===== config.mk =====
export PLATFORM = sky130hd
export DESIGN_NAME = song_sequencer
export DESIGN_NICKNAME = d
export VERILOG_FILES = /design/src/rtl/song_sequencer.sv
export SDC_FILE = /design/constraint.sdc
export NUM_CORES = 1
export LEC_CHECK = 0
export BUFFER_PORTS_ARGS = -buffer_cell sky130_fd_sc_hd__buf_2
export CAP_MARGIN = 40
export CORE_UTILIZATION = 35
export CTS_BUF_LIST = sky130_fd_sc_hd__clkbuf_16
export CTS_CLUSTER_DIAMETER = 200
export DETAILED_ROUTE_END_ITERATION = 7
export SETUP_SLACK_MARGIN = 0.02
export SKIP_LAST_GASP = 1
export SYNTH_ARGS = -nofsm -noshare
export SYNTH_HDL_FRONTEND = slang
export SYNTH_SLANG_ARGS = --single-unit

===== constraint.sdc =====
create_clock -name clk -period 4.52 [get_ports clk]
set_clock_uncertainty 0.05 [all_clocks]
set_input_delay 0.678 -clock clk [delete_from_list [all_inputs] [get_ports clk]]
set_output_delay 0.678 -clock clk [all_outputs]
set_load 0.1 [all_outputs]

===== src/rtl/song_sequencer.sv =====
// Song playback engine: walks one song's slots through a registered library
// read port and drives timed note/octave codes to the tone generator.
module song_sequencer #(
    parameter int                NUM_SONGS      = 4,
    parameter int                NOTES          = 56,
    parameter int                NOTE_W         = 4,
    parameter int                DUR_W          = 4,
    parameter int                OCT_W          = 2,
    parameter logic [NOTE_W-1:0] PAD_CODE       = 4'hF,
    parameter int                TICKS_PER_UNIT = 5_000_000,
    localparam int               SW             = (NUM_SONGS > 1) ? $clog2(NUM_SONGS) : 1,
    localparam int               IW             = (NOTES > 1) ? $clog2(NOTES) : 1
) (
    input  logic              clk,
    input  logic              rst,
    input  logic [SW-1:0]     song_sel,
    input  logic              start,
    input  logic              stop,
    input  logic              pause,
    input  logic              loop,
    output logic [SW-1:0]     lib_song,
    output logic [IW-1:0]     lib_idx,
    input  logic [NOTE_W-1:0] lib_note,
    input  logic [DUR_W-1:0]  lib_dur,
    input  logic [OCT_W-1:0]  lib_oct,
    output logic [NOTE_W-1:0] note,
    output logic [OCT_W-1:0]  octave,
    output logic              note_valid,
    output logic              playing,
    output logic              done,
    output logic [IW-1:0]     cur_idx
);

    localparam logic [2:0] IDLE   = 3'd0;
    localparam logic [2:0] FETCH  = 3'd1;
    localparam logic [2:0] DECODE = 3'd2;
    localparam logic [2:0] PLAY   = 3'd3;
    localparam logic [2:0] PAUSED = 3'd4;

    // One spare bit so lib_dur * TICKS_PER_UNIT can never wrap.
    localparam int            CW    = DUR_W + $clog2(TICKS_PER_UNIT) + 1;
    localparam logic [CW-1:0] TICKS = CW'(TICKS_PER_UNIT);
    localparam logic [IW-1:0] LAST  = IW'(NOTES - 1);

    logic [2:0]    state, nxt_state;
    logic [2:0]    saved, nxt_saved;
    logic [CW-1:0] cnt, nxt_cnt;
    logic [IW-1:0] nxt_idx;
    logic [SW-1:0] nxt_song;
    logic          nxt_done;
    logic          load_note;

    logic [2:0]    adv_state;
    logic [IW-1:0] adv_idx;
    logic          adv_done;
    logic          skip;

    assign skip = (lib_note == PAD_CODE) || (lib_dur == '0);

    // NOTE: every always_comb output gets a default first, so no path can infer a latch.
    always_comb begin
        adv_state = FETCH;
        adv_idx   = '0;
        adv_done  = 1'b0;
        if (lib_idx != LAST) begin
            adv_idx = lib_idx + 1'b1;
        end else if (!loop) begin
            adv_state = IDLE;
            adv_idx   = lib_idx;
            adv_done  = 1'b1;
        end
    end

    always_comb begin
        nxt_state = state;
        nxt_saved = saved;
        nxt_cnt   = cnt;
        nxt_idx   = lib_idx;
        nxt_song  = lib_song;
        nxt_done  = 1'b0;
        load_note = 1'b0;

        case (state)
            FETCH:  nxt_state = DECODE;
            DECODE: begin
                if (skip) begin
                    nxt_state = adv_state;
                    nxt_idx   = adv_idx;
                    nxt_done  = adv_done;
                end else begin
                    load_note = 1'b1;
                    nxt_cnt   = CW'(lib_dur) * TICKS - 1'b1;
                    nxt_state = PLAY;
                end
            end
            PLAY: begin
                if (cnt == '0) begin
                    nxt_state = adv_state;
                    nxt_idx   = adv_idx;
                    nxt_done  = adv_done;
                end else begin
                    nxt_cnt = cnt - 1'b1;
                end
            end
            PAUSED: if (!pause) nxt_state = saved;
            default: nxt_state = IDLE;
        endcase

        // The current cycle completes normally; the machine freezes from the next one.
        if (pause && (state == FETCH || state == DECODE || state == PLAY) && nxt_state != IDLE) begin
            nxt_saved = nxt_state;
            nxt_state = PAUSED;
        end

        if (start) begin
            nxt_state = FETCH;
            nxt_idx   = '0;
            nxt_song  = song_sel;
            nxt_cnt   = '0;
            nxt_done  = 1'b0;
            load_note = 1'b0;
        end

        if (stop) begin
            nxt_state = IDLE;
            nxt_done  = 1'b0;
            load_note = 1'b0;
        end
    end

    // NOTE: sequential state uses non-blocking assignments so every register samples pre-edge values.
    always_ff @(posedge clk) begin
        if (rst) begin
            state      <= IDLE;
            saved      <= IDLE;
            cnt        <= '0;
            lib_idx    <= '0;
            lib_song   <= '0;
            note       <= '0;
            octave     <= '0;
            note_valid <= 1'b0;
            playing    <= 1'b0;
            done       <= 1'b0;
            cur_idx    <= '0;
        end else begin
            state      <= nxt_state;
            saved      <= nxt_saved;
            cnt        <= nxt_cnt;
            lib_idx    <= nxt_idx;
            lib_song   <= nxt_song;
            done       <= nxt_done;
            note_valid <= (nxt_state == PLAY);
            playing    <= (nxt_state != IDLE);
            if (load_note) begin
                note    <= lib_note;
                octave  <= lib_oct;
                cur_idx <= lib_idx;
            end else if (stop) begin
                note <= '0;
            end
        end
    end

endmodule

==> qor.yml <==
gp_congestion: 0.909
critPathLaunch: "lib_dur[1]"
worstHoldPathType: "register to register"
track_usage: 0.197
r2r_slack_ps: 1460
grt_pass1_vias: 4310
viasPerCell: 5.81
fin_util: 0.427
synth_fp_nets: 626
regArea_sq_um: 1140
worstMarginPinSlew_ps: 885
cts_resized: 0
synthTopCellsByArea: "dfxtp_1, ha_1, o21ai_0"
synth_top_family_by_area: "compound AO/OA/AOI/OAI gates"
cts_root_buf: "clkbuf_16"
grt_first_pass_wirelength_mm: 20.8
fmax_ghz: 0.243
vias: 4604
die_y_microns: 115
cts_setup_buffers: 0
drc: 0
port_buffers: 40
rows: 40
reg2reg_depth: 7
status: "completed"
crit_fanout: 4
tritoncts: "built"
min_period_over_period: 0.909
finalPower_w: 0.00155
core-area_sq_um: 12200
crit_path_end: "cnt[15]"
io-pin-count: 41
synth.distinct_cells: 70
nNetsFinal: 668
crit_path_start_kind: "input pin"
maxSlewHeadroom: 0.407
diodes: 0
initial_core_util: 0.365
multi_input_area_sq_um: 3120
dr.pass1.iters: 4
r2r_start: "cnt[3]"
synth_top_area_frac: 0.256
reg2reg_to: "lib_idx[3]"
synth_warnings: 0
synthMuxAreaShare: 0.0247
period_minus_slack_ps: 4110
cts_buffer_depth: 2
synthAdderAreaFrac: 0.0875
peakVddDrop_v: 0.000201
area_delta_synth_final_pct: 16.9
critPathKind: "input pin to register"
p_per_area_nw_per_um2: 298
htree_num_levels: 3
crit_arrival_ps: 4310
cts.sinks: 57
post_route_cells_drive_above_1_share: 0.147
numCtsBuffers: 9
synth_enable_flop_cells: 0
fin_setup_tns_ps: 0
grt_max_degree: 37
synth_compound_area_frac: 0.276
antenna_found_initial: 0
synth-main-ff-cell: "dfxtp_1"
hold_viol_final: 0
clk_latency_ps: 330
async_flop_share: 0
ctsHoldBuffers: 0
synthSimpleGateAreaFrac: 0.271
syn_area_sq_um: 4460
setup_viol: 0
ys_ff_latch: 57
overflow: 0
first_iter_violations: 332
p_leak_nw: 2.09
slew_viol_final: 0
final_antenna_net_count: 0
routed_wirelength_mm: 12.5
routedWlPerCell_microns: 15.8
clkTransAtPathRegs_ps: 50
die_w_microns: 115
synth_xor_area_frac: 0.0412
rsz0062_at_grt: "false"
synth_top_area_cell: "dfxtp_1"
die_area_sq_um: 13200
dp_hpwl_mm: 9.25
critPathRequiredTime_ps: 4720
synth_cells: 578
synth-seq-area-share: 0.256
drv_cap: 0
num-fill-cells: 1291
syn_area_per_cell_sq_um: 7.72
cp-end-kind: "register"
## critical path, cell delays in order
cell and delay, ps:
buf_2 120, ha_1 310, ha_1 290, ha_1 160, inv_1 60, fa_1 500
or3b_2 470, or4_1 440, a21oi_1 210, o21ai_0 180, buf_4 180, a2111oi_0 420
o31ai_1 130, a21oi_1 160
## final cells by class
class                           count  area share
Sequential cell                    57       0.219
Clock buffer                        9      0.0432
Inverter                           23      0.0166
Multi-Input combinational cell    470       0.599
Timing Repair Buffer               59      0.0657
Tap cell                          168      0.0403
Clock inverter                      7      0.0166
## how the worst min path moves through the flow
stage / from / depth (start not counted) / slack [ps] / endpoint
finish: cnt[16] / 2 / 410 / cnt[16]
global route: cnt[16] / 2 / 430 / cnt[16]
CTS: cnt[16] / 2 / 410 / cnt[16]
detailed placement: cnt[16] / 2 / 410 / cnt[16]
global placement: cnt[16] / 2 / 400 / cnt[16]
floorplan: cnt[16] / 2 / 390 / cnt[16]
## cells in the final DEF, fill, tap and decap left out, drive strengths merged, types with 6 or more instances in the layout
master	instances
a31oi	7
nand2	39
and3	8
mux2i	11
clkbuf	9
nor3	26
and2	7
inv	24
o21a	7
ha	28
a21oi	45
o211ai	14
nand2b	6
buf	59
xor2	8
nor3b	6
or3	10
o21ai	47
nor2	54
nand3	18
nor4	13
xnor2	13
nand4	12
a21o	6
dfxtp	57
a211oi	13
## synth_stat cells, drive strengths merged (10+ instances only)
library cell / count
a211oi: 13
a21oi: 45
clkbuf: 24
dfxtp: 57
ha: 28
inv: 23
mux2i: 11
nand2: 39
nand3: 18
nand4: 12
nor2: 54
nor3: 26
nor4: 13
o211ai: 14
o21ai: 47
or3: 10
xnor2: 13
## per-stage QoR
stage | instance area [sq um] | setup WS (ps) | hold WS, ps | instances
floorplan | 4460 | 404 | 386 | 578
global placement | 4900 | 156 | 399 | 777
detailed placement | 4900 | 80.8 | 405 | 777
CTS | 5220 | 403 | 410 | 793
global route | 5220 | 156 | 431 | 793
finish | 5220 | 411 | 409 | 793
## registers in the layout, indices dropped and copies added (netlist names)
name        cells
saved           3
cnt            28
cur_idx         6
note            4
lib_song        2
octave          2
playing         1
lib_idx         6
state           3
note_valid      1
done            1
## metal layers
layer / track usage / share of wire / vias up
met5: 0 / 0 / -
met2: 0.311 / 0.45 / 131
li1: - / - / 2276
met1: 0.271 / 0.48 / 2178
met3: 0.0290 / 0.053 / 19
met4: 0.0693 / 0.016 / 0
## cells by family (layout without fill, tap and decap cells)
| group | Yosys count | after routing |
|---|---|---|
| simple gates | 223 | 223 |
| mux | 11 | 11 |
| compound gates | 185 | 185 |
| fa+ha+maj | 30 | 30 |
| xor+xnor | 21 | 21 |
| flops | 57 | 57 |
| buf+inv | 51 | 98 |
## power breakdown
part	total (W)	leakage [nW]	switching [W]	internal [W]
Clock	0.000709	0.158	0.000233	0.000477
Combinational	0.000337	1.48	0.000206	0.000131
Sequential	0.000507	0.460	0.00000194	0.000505
No activity file was read; power rests on OpenSTA's default activity.
